### config.mk
export PLATFORM = sky130hd
export DESIGN_NAME = chip_checker_input_cond
export DESIGN_NICKNAME = d
export VERILOG_FILES = /design/src/rtl/chip_checker_input_cond.sv
export SDC_FILE = /design/constraint.sdc
export NUM_CORES = 1
export LEC_CHECK = 0
export ABC_AREA = 0
export BUFFER_PORTS_ARGS = -buffer_cell sky130_fd_sc_hd__buf_2
export CAP_MARGIN = 15
export CORE_ASPECT_RATIO = 0.7
export CORE_MARGIN = 2
export CORE_UTILIZATION = 50
export CTS_BUF_LIST = sky130_fd_sc_hd__clkbuf_8
export DETAILED_ROUTE_END_ITERATION = 6
export GPL_TIMING_DRIVEN = 0
export PLACE_DENSITY = 0.67
export SYNTH_ARGS = -nofsm -noshare
export SYNTH_HDL_FRONTEND = slang
export SYNTH_HIERARCHICAL = 1
export SYNTH_SLANG_ARGS = --single-unit
### constraint.sdc
create_clock -name Clk -period 3.75 [get_ports Clk]
set_clock_uncertainty 0.1 [all_clocks]
set_input_delay 0.75 -clock Clk [delete_from_list [all_inputs] [get_ports Clk]]
set_output_delay 0.75 -clock Clk [all_outputs]
set_load 0.02 [all_outputs]
### src/rtl/chip_checker_input_cond.sv
// ---------------------------------------------------------------------------
// chip_checker_input_cond
//   Input conditioner in front of the chip-checker control FSM and test
//   engines. Synchronizes and debounces the raw Run button and the ten slide
//   switches, then derives a one-cycle Run press strobe, a stable switch bus
//   with a change strobe, and a slow step Tick used as a clock enable.
//
// Ports
//   Clk         system clock, rising edge
//   Reset       synchronous active-high reset
//   Run_n       raw Run push-button, 0 = pressed (async, bouncy)
//   SW[9:0]     raw slide switches (async, bouncy)
//   Run_level   debounced Run, 1 = pressed
//   Run_pulse   one-cycle strobe on an accepted press
//   SW_stable   debounced switch value
//   SW_changed  one-cycle strobe whenever SW_stable updates
//   Tick        one-cycle strobe every TICK_DIV cycles
//   Tick_phase  toggles on every Tick (display heartbeat)
// ---------------------------------------------------------------------------

// One conditioning channel: synchronizer chain followed by a debouncer.
// accept_o is high in the cycle whose rising edge loads the new stable value.
module chip_checker_input_cond_ch #(
    parameter int SYNC_STAGES     = 2,
    parameter int DEBOUNCE_CYCLES = 4,
    parameter bit RST_VAL         = 1'b0
) (
    input  logic Clk,
    input  logic Reset,
    input  logic raw_i,
    output logic stable_o,
    output logic accept_o
);
    localparam int CW = (DEBOUNCE_CYCLES > 1) ? $clog2(DEBOUNCE_CYCLES) : 1;
    localparam logic [CW-1:0] DB_LAST = CW'(DEBOUNCE_CYCLES - 1);

    logic [SYNC_STAGES-1:0] sync_q;
    logic                   synced;
    logic                   stable_q, stable_d;
    logic [CW-1:0]          cnt_q, cnt_d;
    logic                   accept;

    assign synced = sync_q[SYNC_STAGES-1];

    // Counter only advances while the synced value disagrees with the stable
    // value; any single agreeing sample throws away the progress so far.
    always_comb begin
        stable_d = stable_q;
        cnt_d    = cnt_q;
        accept   = 1'b0;
        if (synced == stable_q) begin
            cnt_d = '0;
        end else if (cnt_q == DB_LAST) begin
            stable_d = synced;
            cnt_d    = '0;
            accept   = 1'b1;
        end else begin
            cnt_d = cnt_q + 1'b1;
        end
    end

    always_ff @(posedge Clk) begin
        if (Reset) begin
            sync_q   <= {SYNC_STAGES{RST_VAL}};
            stable_q <= RST_VAL;
            cnt_q    <= '0;
        end else begin
            sync_q   <= {sync_q[SYNC_STAGES-2:0], raw_i};
            stable_q <= stable_d;
            cnt_q    <= cnt_d;
        end
    end

    assign stable_o = stable_q;
    assign accept_o = accept;
endmodule

module chip_checker_input_cond #(
    parameter int SYNC_STAGES     = 2,
    parameter int DEBOUNCE_CYCLES = 500000,
    parameter int TICK_DIV        = 50000000
) (
    input  logic       Clk,
    input  logic       Reset,
    input  logic       Run_n,
    input  logic [9:0] SW,
    output logic       Run_level,
    output logic       Run_pulse,
    output logic [9:0] SW_stable,
    output logic       SW_changed,
    output logic       Tick,
    output logic       Tick_phase
);
    localparam int NCH = 11;                 // bit 10 = Run_n, bits 9:0 = SW
    localparam int TW  = $clog2(TICK_DIV);
    localparam logic [TW-1:0] TICK_LAST = TW'(TICK_DIV - 1);

    logic [NCH-1:0] raw;
    logic [NCH-1:0] ch_stable;
    logic [NCH-1:0] ch_accept;

    logic          run_pulse_q, run_pulse_d;
    logic          sw_changed_q, sw_changed_d;
    logic [TW-1:0] tick_cnt_q, tick_cnt_d;
    logic          phase_q, phase_d;
    logic          tick;

    assign raw = {Run_n, SW};

    // Run channel resets to 1 (button released), switches reset to 0.
    for (genvar c = 0; c < NCH; c++) begin : g_ch
        chip_checker_input_cond_ch #(
            .SYNC_STAGES    (SYNC_STAGES),
            .DEBOUNCE_CYCLES(DEBOUNCE_CYCLES),
            .RST_VAL        (c == NCH - 1)
        ) u_ch (
            .Clk     (Clk),
            .Reset   (Reset),
            .raw_i   (raw[c]),
            .stable_o(ch_stable[c]),
            .accept_o(ch_accept[c])
        );
    end

    // Strobes are registered from the same edge that loads the stable value,
    // so they line up with the first cycle showing the new value. A press is
    // an accept while the button is currently released; releases are ignored.
    assign run_pulse_d  = ch_accept[NCH-1] & ch_stable[NCH-1];
    assign sw_changed_d = |ch_accept[NCH-2:0];

    // A press restarts the tick period; a Tick coinciding with the press
    // still counts and still flips the phase.
    assign tick = (tick_cnt_q == TICK_LAST);

    always_comb begin
        tick_cnt_d = tick_cnt_q + 1'b1;
        if (run_pulse_q || tick) tick_cnt_d = '0;
        phase_d = phase_q ^ tick;
    end

    always_ff @(posedge Clk) begin
        if (Reset) begin
            run_pulse_q  <= 1'b0;
            sw_changed_q <= 1'b0;
            tick_cnt_q   <= '0;
            phase_q      <= 1'b0;
        end else begin
            run_pulse_q  <= run_pulse_d;
            sw_changed_q <= sw_changed_d;
            tick_cnt_q   <= tick_cnt_d;
            phase_q      <= phase_d;
        end
    end

    assign Run_level  = ~ch_stable[NCH-1];
    assign Run_pulse  = run_pulse_q;
    assign SW_stable  = ch_stable[NCH-2:0];
    assign SW_changed = sw_changed_q;
    assign Tick       = tick;
    assign Tick_phase = phase_q;
endmodule

Word level (Yosys, flattened, before mapping):

Index checks and enable logic that the tools add are counted.

* register bits after elaboration: 271
* input port bits: 13
* output and inout port bits: 15
* logic and storage cells: 133

* add/subtract/negate cells: 12
* equal/unequal tests: 23
* multiplexer cells: 22
* bitwise logic cells: 14
* reductions and logical operators: 25

Operators with widths (count)
* adder 19 x 1 -> 19 bit, second input constant: 11
* == test 19 bit, second input constant: 11
* OR reduction 3 bit: 11
* adder 26 x 1 -> 26 bit, second input constant: 1
* == test 26 bit, second input constant: 1
* 2-to-1 mux 1 bit: 22
* AND reduction 2 bit: 11
* inverter 1 bit: 12
* == test 1 bit: 11
* OR reduction 10 bit: 1
* OR reduction 2 bit: 1
* bitwise AND 1 bit: 1
* logical OR 1 bit: 1
* bitwise XOR 1 bit: 1

Depth between registers and ports, before layout:

* depth in word-level cells: 4
* gate-level depth with buffers: 7
* gate-level depth less buffers: 6

Hierarchy:

Netlist, hierarchy kept.

By module, submodules not included
* chip_checker_input_cond_ch at g_ch[0].u_ch ...: times used 10, cells an instance 112, area an instance 998.5 µm², sequential area each 440.4 µm²
* chip_checker_input_cond: times used 1, cells an instance 172, area an instance 1463.9 µm², sequential area each 580.6 µm²
* chip_checker_input_cond_ch at g_ch[10].u_ch: times used 1, cells an instance 110, area an instance 1007.2 µm², sequential area each 440.4 µm²

Least setup slack after synthesis:

OpenSTA, ideal clock, no wires.

* kind: reg2out
* start point: register tick_cnt_q[0]
* end point: output Tick
* arrival: 1.619 ns
* required time: 2.900 ns
* setup slack: 1.281 ns
* cell stages (with the launch flop): 5
* path buffers: 0
* cells stage by stage: dfxtp_1 ha_1 nand4_2 or4b_4 nor2_1

* word-level cells in the longest chain between the ends: 1

RTL lines
* start, declared: line 104 `logic [TW-1:0] tick_cnt_q, tick_cnt_d;`
* start signal, assigned: line 150 `tick_cnt_q <= tick_cnt_d;`
* == test 26 bit: line 133 `assign tick = (tick_cnt_q == TICK_LAST);`
* end, declared: line 91 `output logic Tick,`

No other way between the ends.

Worst setup path after layout:

Ends and elaborated chain as after synthesis.

==> results.md <==
- Outcome: complete, no violations
- Most common cell after layout, fill and taps aside: dfxtp_1
- Remaining antenna violation count: 0
- Diode count: 0
- Clock Power Share: 47.4%
- Worst R2R Path Depth: 5
- Clock tree buffer depth: 3
- Worst Path Arrival: 2.36 ns
- Pwr/cell area: 406.9 nW/um^2
- P&R area growth vs syn: 11.98%
- RD Place Congestion: 0.8607
- Post-Route Utilization: 56.78%
- Commonest non-fill, non-tap cells in the layout: dfxtp_1, nor2_1, nand3_1
- Die Y: 136.1 microns
- CTS Buf Count: 43
- Syn Nets: 1427
- Setup Buffers After CTS: 0
- Root Buffer: clkbuf_8
- Cell Chain, Critical Path: ha_1 > nand4_2 > or4b_4 > nor2_1 > buf_2
- Top_reg_cell synth: dfxtp_1
- Setup TNS Final: 0 ns
- Fraction of layout instances using a drive strength above 1: 12.55%
- I/O Pins: 28
- # nets final: 1499
- RSZ-0062 raised after global routing: false
- Initial core utilization: 50.71%
- Max VDD drop: 0.3053 mV
- Hpwl dp: 16700 microns
- Tcrit/Tclk final: 85.48%
- CP required: 2.90 ns
- Hold_ws: 0.2935 ns
- Post-Syn Area: 12460 sq um
- Die area: 26210 sq um
- Hold Path Sink: g_ch[10].u_ch/sync_q[0]
- Initial antenna violation count: 0
- Sequential power share: 51.2%
- Vias in the first global route: 8977
- First-pass GRT wire length: 42660 microns
- Largest net degree at the start of global routing: 51
- #FFs+latches synth: 271
- Crit Path Max Fanout: 6
- Hold Startpoint: Run_n
- Hold Path Class: input port to register
- Post-synth ARST share: 0%
- Final Instance Count excl. Fillers: 1831
- Crit-path slowest cell: or4b_4
- Post-route cell area: 13950 sq um
- Post-cts sizing count: 0
- Multi-input logic area: 6644 sq um
- Final Hold Viols: 0
- Clk sink count: 271
- GR Overflow Total: 0
- Initial DRC count: 549
- Via count: 10060
- Logic pwr share: 1.4%
- DR pass1 iterations: 5
- Worst-path clk slew: 0.06 ns
- Die W: 192.6 microns
- Net Sw Power: 1.217 mW
- RR Startpoint: g_ch[3].u_ch/cnt_q[11]
- Standard-cell row count: 48
- LEAKAGE: 4.368 nW
- Vias per cell: 5.493
- Sequential share of the synthesized area: 43.56%
- All-layer global routing usage: 19.41%
- Critical Path End Type: output pin
- CTS tree: done
- Reg2reg setup slack: 1.07 ns
- Critical Path Stages: 5
- Yosys warns: 6
- Max-Cap Viols: 0
- Synth cell types: 51
- Final-layout fill cell count: 2209
- EDFF count, synth: 0
- # DRC: 0
- Fmax: 0.3120 GHz
- Top Family by Delay on Critical Path: simple AND/OR/NAND/NOR gates
- WL per Instance: 13.52 microns
- Int Pwr: 4.458 mW
- Min Clock Period, post-route: 3.206 ns
- Inst Count DP: 1754
- Max-slew headroom at the worst pin: 27.62%
- Mapped Cells: 1402
- CTS H-tree lvls: 2
- Mean Syn Cell Area: 8.884 sq um
- Routed wire length: 24760 microns
- Sw Share: 21.45%
- CP peak stage delay: 0.64 ns
- Crit Path Category: register to output pin
- Worst skew pair latency: 0.55 ns
- Placed Area: 13000 sq um
- Port Buffer Count: 27
- Reg2reg end: SW_changed
- Least-Margin Pin Slew: 1.086 ns
- Crit path buf inv count: 1
- Core ar.: 24560 sq um
- Final slew viol count: 0
- Sequential cell area: 5425 sq um
- Worst Hold Path Cells: 2
- Critical Path Source Type: register
- Endpoints failing setup: 0
- Hold Buf Count CTS: 0
-- registers in the layout, summed over array words and instances (netlist names) --
register,cells
Run_pulse,1
SW_changed,1
Tick_phase,1
g_ch.u_ch/cnt_q,209
g_ch.u_ch/stable_o,11
g_ch.u_ch/sync_q,22
tick_cnt_q,26
-- cells in the mapped netlist, types with 2 or more instances --
master | n | area share (%)
or2_2 | 12 | 0.60
buf_2 | 3 | 0.12
xnor2_1 | 84 | 5.9
or2_1 | 2 | 0.10
or4_2 | 10 | 0.70
and3_2 | 10 | 0.60
buf_4 | 12 | 0.72
nor2_1 | 215 | 6.5
nor4_1 | 27 | 1.4
o21ai_0 | 48 | 1.9
or3_1 | 46 | 2.3
ha_1 | 12 | 1.2
buf_6 | 12 | 1.1
or4_4 | 11 | 0.99
dfxtp_1 | 271 | 44
o21ai_2 | 2 | 0.14
a21oi_1 | 56 | 2.3
xor2_1 | 91 | 6.4
nand4_1 | 70 | 3.5
nand3_1 | 103 | 4.1
nor3_1 | 39 | 1.6
and2_1 | 12 | 0.60
clkbuf_1 | 12 | 0.36
nand4b_1 | 2 | 0.14
and4_1 | 36 | 2.5
nand3b_1 | 22 | 1.3
nand2_1 | 59 | 1.8
and3_1 | 12 | 0.60
inv_1 | 27 | 0.81
or4b_1 | 10 | 0.80
or4_1 | 16 | 0.96
nor4bb_1 | 2 | 0.16
nor2b_1 | 20 | 1.0
o21ai_4 | 10 | 1.3
o31ai_1 | 8 | 0.48
o41ai_1 | 3 | 0.21
-- metrics by stage --
stage                     setup WS [ns]  total power [mW]
after global routing             0.3785             5.900
after floorplan                   1.281             3.019
after detailed placement          1.064             3.051
after global placement            1.064             3.050
final                            0.5445             5.675
after CTS                        0.5109             5.768
-- power groups by stage --
stage / clock, mW / sequential, mW / combinational [mW]
global route: 2.90 / 2.91 / 0.0877
finish: 2.69 / 2.91 / 0.0781
detailed placement: 0 / 2.97 / 0.0788
floorplan: 0 / 2.97 / 0.0504
CTS: 2.78 / 2.91 / 0.0792
global placement: 0 / 2.97 / 0.0782
-- worst max path at each step --
| stage | start | to | slack, ns |
|---|---|---|---|
| 2_1_floorplan | tick_cnt_q[0] | Tick | 1.28 |
| 3_3_place_gp | g_ch[3].u_ch/cnt_q[11] | SW_changed | 1.06 |
| 3_5_place_dp | g_ch[3].u_ch/cnt_q[11] | SW_changed | 1.06 |
| 4_1_cts | tick_cnt_q[0] | Tick | 0.51 |
| 5_1_grt | tick_cnt_q[0] | Tick | 0.38 |
| 6_report | tick_cnt_q[0] | Tick | 0.54 |
-- per-layer routing --
layer | GRT usage [%] | vias up | routed length [microns]
met3 | 3.769 | 43 | 1165
met5 | 0 | - | 0
met4 | 5.852 | 0 | 505
li1 | - | 5146 | -
met2 | 26.42 | 195 | 9740
met1 | 30.28 | 4673 | 13340
-- worst reg2reg max path, stage by stage, from the launching register on --
cell	delay [ns]
dfxtp_1	0.37
or4_1	0.59
or4_2	0.69
nor3_1	0.40
nor4_1	0.12
a31oi_1	0.29
-- final cells by class --
cell class,count,area share (%)
clock buffer,62,6.118
timing repair buffer,27,0.9688
tap,325,2.915
multi-input combinational,1065,47.63
buffer,39,2.045
inverter,27,0.7266
clock inverter,15,0.6997
sequential,271,38.89
-- logic make-up (layout without fill, tap and decap cells) --
| logic type | after synthesis | count (layout) | synth area share, % |
|---|---|---|---|
| compound gates | 131 | 131 | 6.560 |
| xor+xnor | 175 | 175 | 12.31 |
| fa+ha+maj | 12 | 12 | 1.205 |
| buf+inv | 66 | 170 | 3.104 |
| flops | 271 | 271 | 43.56 |
| simple gates | 747 | 747 | 33.27 |
Note: power is estimated with default switching activity, not from simulation.
